--- config.mk ---
export PLATFORM = sky130hd
export DESIGN_NAME = moo_ccm_tag
export DESIGN_NICKNAME = d
export VERILOG_FILES = /design/src/rtl/moo_ccm_tag.sv
export SDC_FILE = /design/constraint.sdc
export NUM_CORES = 1
export LEC_CHECK = 0
export CAP_MARGIN = 20
export CORE_UTILIZATION = 50
export DETAILED_ROUTE_END_ITERATION = 8
export PLACE_DENSITY = 0.88
export SLEW_MARGIN = 40
export SYNTH_ARGS = -nofsm -noshare
export SYNTH_HDL_FRONTEND = slang
export SYNTH_SLANG_ARGS = --single-unit
--- constraint.sdc ---
create_clock -name clk -period 4.4 [get_ports clk]
set_input_delay 1.32 -clock clk [delete_from_list [all_inputs] [get_ports clk]]
set_output_delay 1.32 -clock clk [all_outputs]
set_load 0.01 [all_outputs]
--- src/rtl/moo_ccm_tag.sv ---
// CCM tag stage: forms U = T ^ S0, then streams the encrypted tag out (encrypt)
// or compares a received tag against it (decrypt), honouring the M-byte tag length.
module moo_ccm_tag (
  input  logic         clk,
  input  logic         rst,
  input  logic         clr_core,
  input  logic         tag_start,
  input  logic         tag_dec,
  input  logic [2:0]   tag_mp,
  input  logic [127:0] ccm_d,
  input  logic [127:0] ecb_do,
  input  logic         ecb_vld,
  output logic [31:0]  tag_do,
  output logic         tag_do_vld,
  input  logic         tag_do_rdy,
  input  logic [31:0]  tag_di,
  input  logic         tag_di_vld,
  output logic         tag_di_rdy,
  output logic         tag_busy,
  output logic         tag_done,
  output logic         tag_ok
);

  typedef enum logic [2:0] {
    S_IDLE,
    S_WAIT_S0,
    S_ENC_OUT,
    S_DEC_IN,
    S_DONE
  } state_t;

  state_t         state_q, state_d;
  logic [127:0]   t_q, t_d;
  logic [127:0]   u_q, u_d;
  logic           dec_q, dec_d;
  logic [2:0]     mp_q, mp_d;
  logic [1:0]     k_q, k_d;
  logic           mis_q, mis_d;
  logic           ok_q, ok_d;

  logic [31:0]    word;
  logic [31:0]    mask;
  logic [4:0]     m_bytes;
  logic [1:0]     last_k;
  logic           diff;

  // Tag length M = 2*M'+2 bytes; the last word index ceil(M/4)-1 reduces to M'>>1.
  assign m_bytes = {1'b0, mp_q, 1'b0} + 5'd2;
  assign last_k  = mp_q[2:1];

  always_comb begin
    case (k_q)
      2'd0:    word = u_q[127:96];
      2'd1:    word = u_q[95:64];
      2'd2:    word = u_q[63:32];
      default: word = u_q[31:0];
    endcase
  end

  always_comb begin
    mask = '0;
    for (int unsigned b = 0; b < 4; b++) begin
      if ((5'({k_q, 2'b00}) + 5'(b)) < m_bytes) mask[31-8*b -: 8] = 8'hFF;
    end
  end

  assign diff = |((tag_di ^ word) & mask);

  always_comb begin
    state_d = state_q;
    t_d     = t_q;
    u_d     = u_q;
    dec_d   = dec_q;
    mp_d    = mp_q;
    k_d     = k_q;
    mis_d   = mis_q;
    ok_d    = ok_q;
    case (state_q)
      S_IDLE: begin
        if (tag_start) begin
          t_d     = ccm_d;
          dec_d   = tag_dec;
          mp_d    = tag_mp;
          k_d     = '0;
          mis_d   = 1'b0;
          ok_d    = 1'b0;
          state_d = (tag_mp == 3'd0) ? S_DONE : S_WAIT_S0;
        end
      end
      S_WAIT_S0: begin
        if (ecb_vld) begin
          u_d     = t_q ^ ecb_do;
          state_d = dec_q ? S_DEC_IN : S_ENC_OUT;
        end
      end
      S_ENC_OUT: begin
        if (tag_do_rdy) begin
          k_d = k_q + 2'd1;
          if (k_q == last_k) begin
            ok_d    = 1'b1;
            state_d = S_DONE;
          end
        end
      end
      S_DEC_IN: begin
        if (tag_di_vld) begin
          k_d   = k_q + 2'd1;
          mis_d = mis_q | diff;
          // Result is registered on the DONE transition so it is valid alongside tag_done.
          if (k_q == last_k) begin
            ok_d    = ~(mis_q | diff);
            state_d = S_DONE;
          end
        end
      end
      S_DONE:  state_d = S_IDLE;
      default: state_d = S_IDLE;
    endcase
  end

  always_ff @(posedge clk) begin
    if (rst || clr_core) begin
      state_q <= S_IDLE;
      t_q     <= '0;
      u_q     <= '0;
      dec_q   <= 1'b0;
      mp_q    <= '0;
      k_q     <= '0;
      mis_q   <= 1'b0;
      ok_q    <= 1'b0;
    end else begin
      state_q <= state_d;
      t_q     <= t_d;
      u_q     <= u_d;
      dec_q   <= dec_d;
      mp_q    <= mp_d;
      k_q     <= k_d;
      mis_q   <= mis_d;
      ok_q    <= ok_d;
    end
  end

  assign tag_do_vld = (state_q == S_ENC_OUT);
  assign tag_do     = (state_q == S_ENC_OUT) ? (word & mask) : '0;
  assign tag_di_rdy = (state_q == S_DEC_IN);
  assign tag_busy   = (state_q != S_IDLE);
  assign tag_done   = (state_q == S_DONE);
  assign tag_ok     = ok_q;

endmodule

==> key figures, run 1 <==
Run status
  – Status: finished, violations left
  – Violated checks: design-rule violations

Hold path
  – HP Class: flop to flop

Critical path
  – CP endpoint: tag_do[13]
  – Worst setup EP type: output port
  – WP data arrival: 2.95 ns
  – Critical path class: flop to output port
  – R2R Path End: mis_q
  – Worst Reg-to-Reg Cells: 8
  – Crit Path Max Fanout: 17
  – Critical path origin: mp_q[1]
  – CP required: 3.08 ns
  – Crit path launch type: flop
  – FF-to-FF Start: k_q[0]
  – Worst reg2reg setup slack: 1.38 ns

Clock network
  – CTS tree: built
  – Setup bufs post-CTS: 0
  – H-tree depth: 1
  – CTS Buf Count: 27
  – Clock Latency Late Sink: 0.52 ns
  – Post-cts sizing count: 0
  – CTS Hold Bufs: 0
  – Clk sinks: 267
  – Clk pin slew, worst setup/hold paths: 0.06 ns
  – Clock Path Buffers: 3
  – CTS Root Cell: clkbuf_16

Place
  – Placement Cell Area: 0.0153 mm2
  – Routability Congestion: 0.951
  – Final HPWL DP: 28900 um
  – PortBufs: approximately 340

Die
  – Initial Util: 51.4%
  – Die X-Extent: 155 um
  – Ports: 336
  – Full die area: 0.0241 mm2
  – Die height: approximately 160 um
  – Core box area: roughly 0.023 mm2
  – Row count: 55

Detailed routing
  – Via Count: 11050
  – Vias per cell: ~5.5
  – Final ANT Viol Nets: 0
  – Initial DRC Count: between 1000 and 1500
  – Routed wire length: between 30000 and 40000 um
  – Avg WL per Cell: 19.4 um
  – DRC violation count after routing: 32
  – First-pass DRT Iterations: 9

Run
  – Max Cap Viol: 0

Logic synthesis
  – Syn avg cell area: 8.41 um2
  – Synth area leaders: dfxtp_1 (46%), xnor2_1 (12%), nand2_1 (8.7%)
  – Synth Flop Type: dfxtp_1
  – Yosys cell types: 35
  – EDFF count, synth: 0
  – Sequential share of the synthesized area: 45.5%
  – Yosys reg bits: 267
  – Syn Inst Count: 1395
  – Post-synth top cells: nand2_1 (273), dfxtp_1 (267), xnor2_1 (161), a21oi_1 (139), nor2_1 (134)
  – Share of the synthesized area in the top cell type: between 40 and 50%
  – Top-count cell post-synth: nand2_1
  – Yosys top cell by area: dfxtp_1
  – Ys Warns: 0
  – Async SR Flop Fraction: 0%
  – Post-Syn Nets: 1700
  – Cell area after synthesis: between 0.01 and 0.015 mm2

Global routing
  – Number of global-route vias before repair: ~11000
  – Initial antenna violation count: 0
  – Tot GR Track Use: 31.3%
  – First-pass GRT wire length: approximately 58000 um
  – Largest net degree at the start of global routing: 91
  – Final global-route overflow total: 0

Layout
  – Share of cells above drive strength 1: 4.16%
  – Area growth syn-to-layout: 38.2%
  – Antenna cells: 0
  – Final layout net count: 1970
  – Design area: around 0.016 mm2
  – Fillers: roughly 1700

STA
  – Min Tclk post-route: 4.27 ns
  – RSZ-0062 raised after global routing: no
  – Fin. max-slew vios: 0
  – Worst Tran Pin Value: 0.584 ns
  – Hold Slack: 0.462 ns
  – Slew headroom: 60.7%
  – Worst Skew: 0.00960 ns
  – Final Cycle Share: 97.0%
  – Fmax: about 0.23 GHz
  – Setup Viol. Count Final: 0
  – Final setup TNS: 0 ns
  – Final-report hold violation count: 0

Power and ir drop
  – Leakage: 0.00536 uW
  – Pwr Density: ~350 mW/mm2
  – Overall power: 5710 uW
  – Worst VDD drop: 0.309 mV
==> metal layers <==
metal	vias to the layer above	GRT usage [%]	part of all wire (%)	wire [um]
li1	5303	-	-	-
met1	5152	38.0	40	15400
met2	482	54.2	48	18700
met3	113	4.76	6.8	2640
met4	0	14.9	5.2	2030
met5	-	0	0	0
==> worst min-delay path by stage <==
stage / from / endpoint / slack [ns] / depth (start not counted)
CTS: mis_q / mis_q / 0.46 / 2
global placement: dec_q / dec_q / 0.45 / 2
global route: t_q[40] / t_q[40] / 0.48 / 2
floorplan: dec_q / dec_q / 0.44 / 2
detailed placement: mis_q / mis_q / 0.45 / 2
finish: mis_q / mis_q / 0.46 / 2
==> stage by stage <==
step / instances / setup WS [ns] / utilization, %
after floorplan: 1395 / 1.18 / -
after global placement: 1948 / 0.492 / 66.8
after detailed placement: 1948 / 0.720 / 66.9
after CTS: 1995 / 0.165 / 70.9
after global routing: 1996 / 0.00820 / 71.0
final: 1996 / 0.134 / 71.0
==> worst max-delay path: stages (launching register included) <==
cell	delay, ns
dfxtp_1	0.44
ha_1	0.21
xnor2_1	0.13
ha_1	0.27
a21oi_1	0.14
a31oi_1	0.08
inv_1	0.33
and3_1	0.27
clkdlybuf4s50_1	0.56
==> final cells by class <==
| type | instances | area (um2) | area share, % |
|---|---|---|---|
| Multi-Input combinational cell | 982 | 5840 | 36.0 |
| Sequential cell | 267 | 5350 | 33.0 |
| Timing Repair Buffer | 349 | 3570 | 22.0 |
| Clock buffer | 37 | 793 | 4.89 |
| Tap cell | 313 | 392 | 2.41 |
| Inverter | 38 | 143 | 0.879 |
| Clock inverter | 10 | 131 | 0.810 |
==> cell families after synthesis <==
logic type                 count (synthesis)  share of synthesized area (%)
and+or+nand+nor                          468                           16.2
AOI/OAI and AO/OA                        312                           17.7
DFF                                      267                           45.5
xor gates and xnor gates                 163                           12.2
buffers and inverters                    146                           4.88
muxes                                     33                           2.83
adders and majority gates                  6                          0.640
==> flip-flops by register name, summed over array words and instances (netlist names) <==
register and count:
t_q 128, u_q 128, mp_q 3, state_q 3, k_q 2, dec_q 1
mis_q 1, tag_ok 1
==> cells in the final DEF, fill, tap and decap left out, types with 3 or more instances in the layout <==
cell type        instances
clkdlybuf4s50_1        335
nand2_1                272
dfxtp_1                267
xnor2_1                161
a21oi_1                139
nor2_1                 134
a211oi_1               129
inv_1                   38
a222oi_1                32
mux2i_1                 32
and3_1                  32
clkbuf_16               27
nand4_1                  9
buf_12                   9
clkbuf_8                 8
nor3_1                   7
clkinv_2                 5
buf_4                    5
o21ai_0                  4
ha_2                     4
nand2b_1                 3
bufinv_16                3
==> where the power goes <==
group | switching [uW] | internal [uW] | leakage (uW)
clock network | 942 | 1430 | 0.000459
logic | 385 | 410 | 0.00274
registers | 55.7 | 2480 | 0.00216
total | 1380 | 4320 | 0.00536
(Power assumes the default switching activity.)
==> inputs of run 2 (changes only) <==
--- a/config.mk
+++ b/config.mk
@@ -6,8 +6,10 @@
 export NUM_CORES = 1
 export LEC_CHECK = 0
 export CAP_MARGIN = 20
+export CORE_ASPECT_RATIO = 1.5
 export CORE_UTILIZATION = 50
 export DETAILED_ROUTE_END_ITERATION = 8
+export MAX_ROUTING_LAYER = met4
 export PLACE_DENSITY = 0.88
 export SLEW_MARGIN = 40
 export SYNTH_ARGS = -nofsm -noshare
==> run 2 against run 1 <==
The flow now finishes without violations. Non-clock buffer count increased by 4. Sequential power about the same. Clock power decreased by 8.9%. Cell count increased by 0.40%. Clock skew increased by 0.0062 ns. Critical path depth decreased by 2. Total power decreased by 4.0%. Design area decreased by 0.53%. Sequential cell count unchanged. Sequential share of layout area increased by 0.18 points. Register-to-register slack got worse by 0.09 ns. Largest cell class unchanged. Largest power group unchanged.
==> key figures, run 2 (same netlist as run 1, synthesis figures left out) <==
Run status
  – Status: finished clean

Global routing
  – Met3 GRT Util: 3.94% (-0.83 points)
  – GRT busiest layer: met2
  – Tot GR Track Use: 30.8% (-0.41 points)
  – Number of global-route vias before repair: 10692 (+0.59%)
  – Initial antenna violation count: 2 (+2)
  – First-pass GRT wire length: 56200 um (-3.2%)
  – Final global-route overflow total: 0 (unchanged)
  – Met1 track demand over resource: 36.4% (-1.5 points)
  – Largest net degree at the start of global routing: 79 (-13%)
  – Met2 usage in global routing: 51.0% (-3.2 points)

Layout
  – Commonest non-fill, non-tap cell in the layout: clkdlybuf4s50_1
  – Share of cells above drive strength 1: 4.15% (-0.0099 points)
  – Top Registers: t_q x128, u_q x128
  – Area growth syn-to-layout: 37.5%
  – Final layout net count: 1973 (+0.15%)
  – Area of the multi-input gates: 0.00586 mm2 (+0.19%)
  – Reg area: 0.00535 mm2 (unchanged)
  – Fillers: 1769 (+4.7%)
  – Commonest non-fill, non-tap cells in the layout: clkdlybuf4s50_1 (335), nand2_1 (272), dfxtp_1 (267)

Critical path
  – Worst setup EP type: output port
  – Crit Path Max Fanout: 32 (+15)
  – Worst path max stage delay: 0.62 ns (+0.06 ns)
  – CP required: 3.08 ns (about the same)
  – Crit path max-delay cell type: ha_2
  – Crit path cell chain: inv_1 -> ha_2 -> a222oi_1 -> mux2i_1 -> and3_1 -> clkdlybuf4s50_1
  – Critical path class: flop to output port
  – WP data arrival: 2.97 ns (+0.02 ns)
  – Crit path launch type: flop

Detailed routing
  – Via Count: 10974 (-0.69%)
  – First-pass DRT Iterations: 8 (-1)
  – DRC violation count after routing: 0 (-100%)
  – Avg WL per Cell: 18.4 um (-5.0%)
  – Routed wire length: 36900 um (-4.6%)
  – Vias per cell: 5.48 (-1.1%)
  – Initial DRC Count: 1028 (-8.4%)
  – Final ANT Viol Nets: 0 (unchanged)

STA
  – Worst Tran Pin Value: 0.776 ns (+0.192 ns)
  – Setup Viol. Count Final: 0 (unchanged)
  – Final Cycle Share: 97.5% (+0.51 points)
  – Min Tclk post-route: 4.29 ns (+0.0224 ns)
  – Final setup TNS: 0 ns (unchanged)
  – Worst Skew: 0.0158 ns (+0.00622 ns)
  – Setup WS post-layout: 0.111 ns (-0.0224 ns)
  – RSZ-0062 raised after global routing: no
  – Final-report hold violation count: 0 (unchanged)
  – Fmax: 0.233 GHz (-0.52%)
  – Fin. max-slew vios: 0 (unchanged)
  – Slew headroom: 48.3% (-12 points)

Clock network
  – Clock Latency Late Sink: 0.55 ns (+0.03 ns)
  – CTS Root Cell: clkbuf_16
  – Clk pin slew, worst setup/hold paths: 0.06 ns (about the same)
  – CTS tree: built
  – Clk sinks: 267 (unchanged)
  – CTS Hold Bufs: 0 (unchanged)
  – Clock Path Buffers: 3 (unchanged)
  – Setup bufs post-CTS: 0 (unchanged)
  – H-tree depth: 1 (unchanged)
  – CTS Buf Count: 26 (-3.7%)
  – Post-cts sizing count: 0 (unchanged)

Power and ir drop
  – Worst VDD drop: 0.291 mV (-5.6%)
  – Pwr Density: 340 mW/mm2 (-3.5%)
  – Leakage: 0.00531 uW (-0.92%)

Die
  – Die X-Extent: 127 um (-18%)
  – Ports: 336 (unchanged)
  – Initial Util: 50.9% (-0.47 points)
  – Die height: 190 um (+22%)
  – Row count: 68 (+24%)
  – Full die area: 0.0241 mm2 (about the same)
  – Core box area: 0.0231 mm2 (+0.92%)

Run
  – Max Cap Viol: 0 (unchanged)

Hold path
  – HP Class: flop to flop

Place
  – Post-Place Setup Slack: 0.723 ns (+0.00215 ns)
  – Routability Congestion: 0.953 (+0.19%)
  – PortBufs: 335 (unchanged)
  – Final HPWL DP: 27600 um (-4.6%)
[run 2: critical path, delay by kind of cell, from the launching register on]
kind            cells  cell delay, ns
mux                 1            0.25
simple gates        1            0.24
flops               1            0.38
compound gates      1            0.23
buf+inv             2            0.70
fa+ha+maj           1            0.62
[run 2: through the flow]
stage | instances | util (%) | instance area [um2] | total power (uW) | hold slack, ns
after floorplan | 1395 | - | 11700 | 2940 | 0.437
after global placement | 1955 | 66.3 | 15300 | 3350 | 0.446
after detailed placement | 1955 | 66.4 | 15300 | 3370 | 0.455
after CTS | 2002 | 69.9 | 16100 | 5500 | 0.468
after global routing | 2004 | 70.0 | 16100 | 5660 | 0.480
final | 2004 | 70.0 | 16100 | 5480 | 0.467
[run 2: power by group]
| group | leakage (uW) | total (uW) | internal (uW) | switching (uW) |
|---|---|---|---|---|
| clock | 0.000402 | 2160 | 1190 | 967 |
| sequential | 0.00216 | 2540 | 2480 | 53.0 |
| combinational | 0.00274 | 786 | 411 | 375 |
[run 2: area by class of cell]
cell class / instances / area share [%]
flip-flops and latches: 267 / 33.1
diodes: 2 / 0.0310
repair buffers: 353 / 22.2
clock inverters: 12 / 0.682
well taps: 315 / 2.44
clock buffers: 35 / 4.37
multi-input cells: 982 / 36.3
inverters: 38 / 0.884
[run 2: worst paths after layout]
kind	startpoint	endpoint	slack [ns]	depth (start not counted)
setup reg to reg	k_q[0]	mis_q	1.29	9
hold reg to reg	t_q[109]	t_q[109]	0.47	2
hold / removal	t_q[109]	t_q[109]	0.47	2
setup / recovery	k_q[0]	tag_do[3]	0.11	6
[run 2: per-layer routing]
| metal | up-vias | routed length (um) |
|---|---|---|
| met1 | 5028 | 14200 |
| li1 | 5304 | - |
| met5 | - | 0 |
| met4 | 0 | 1990 |
| met3 | 121 | 3050 |
| met2 | 521 | 17600 |
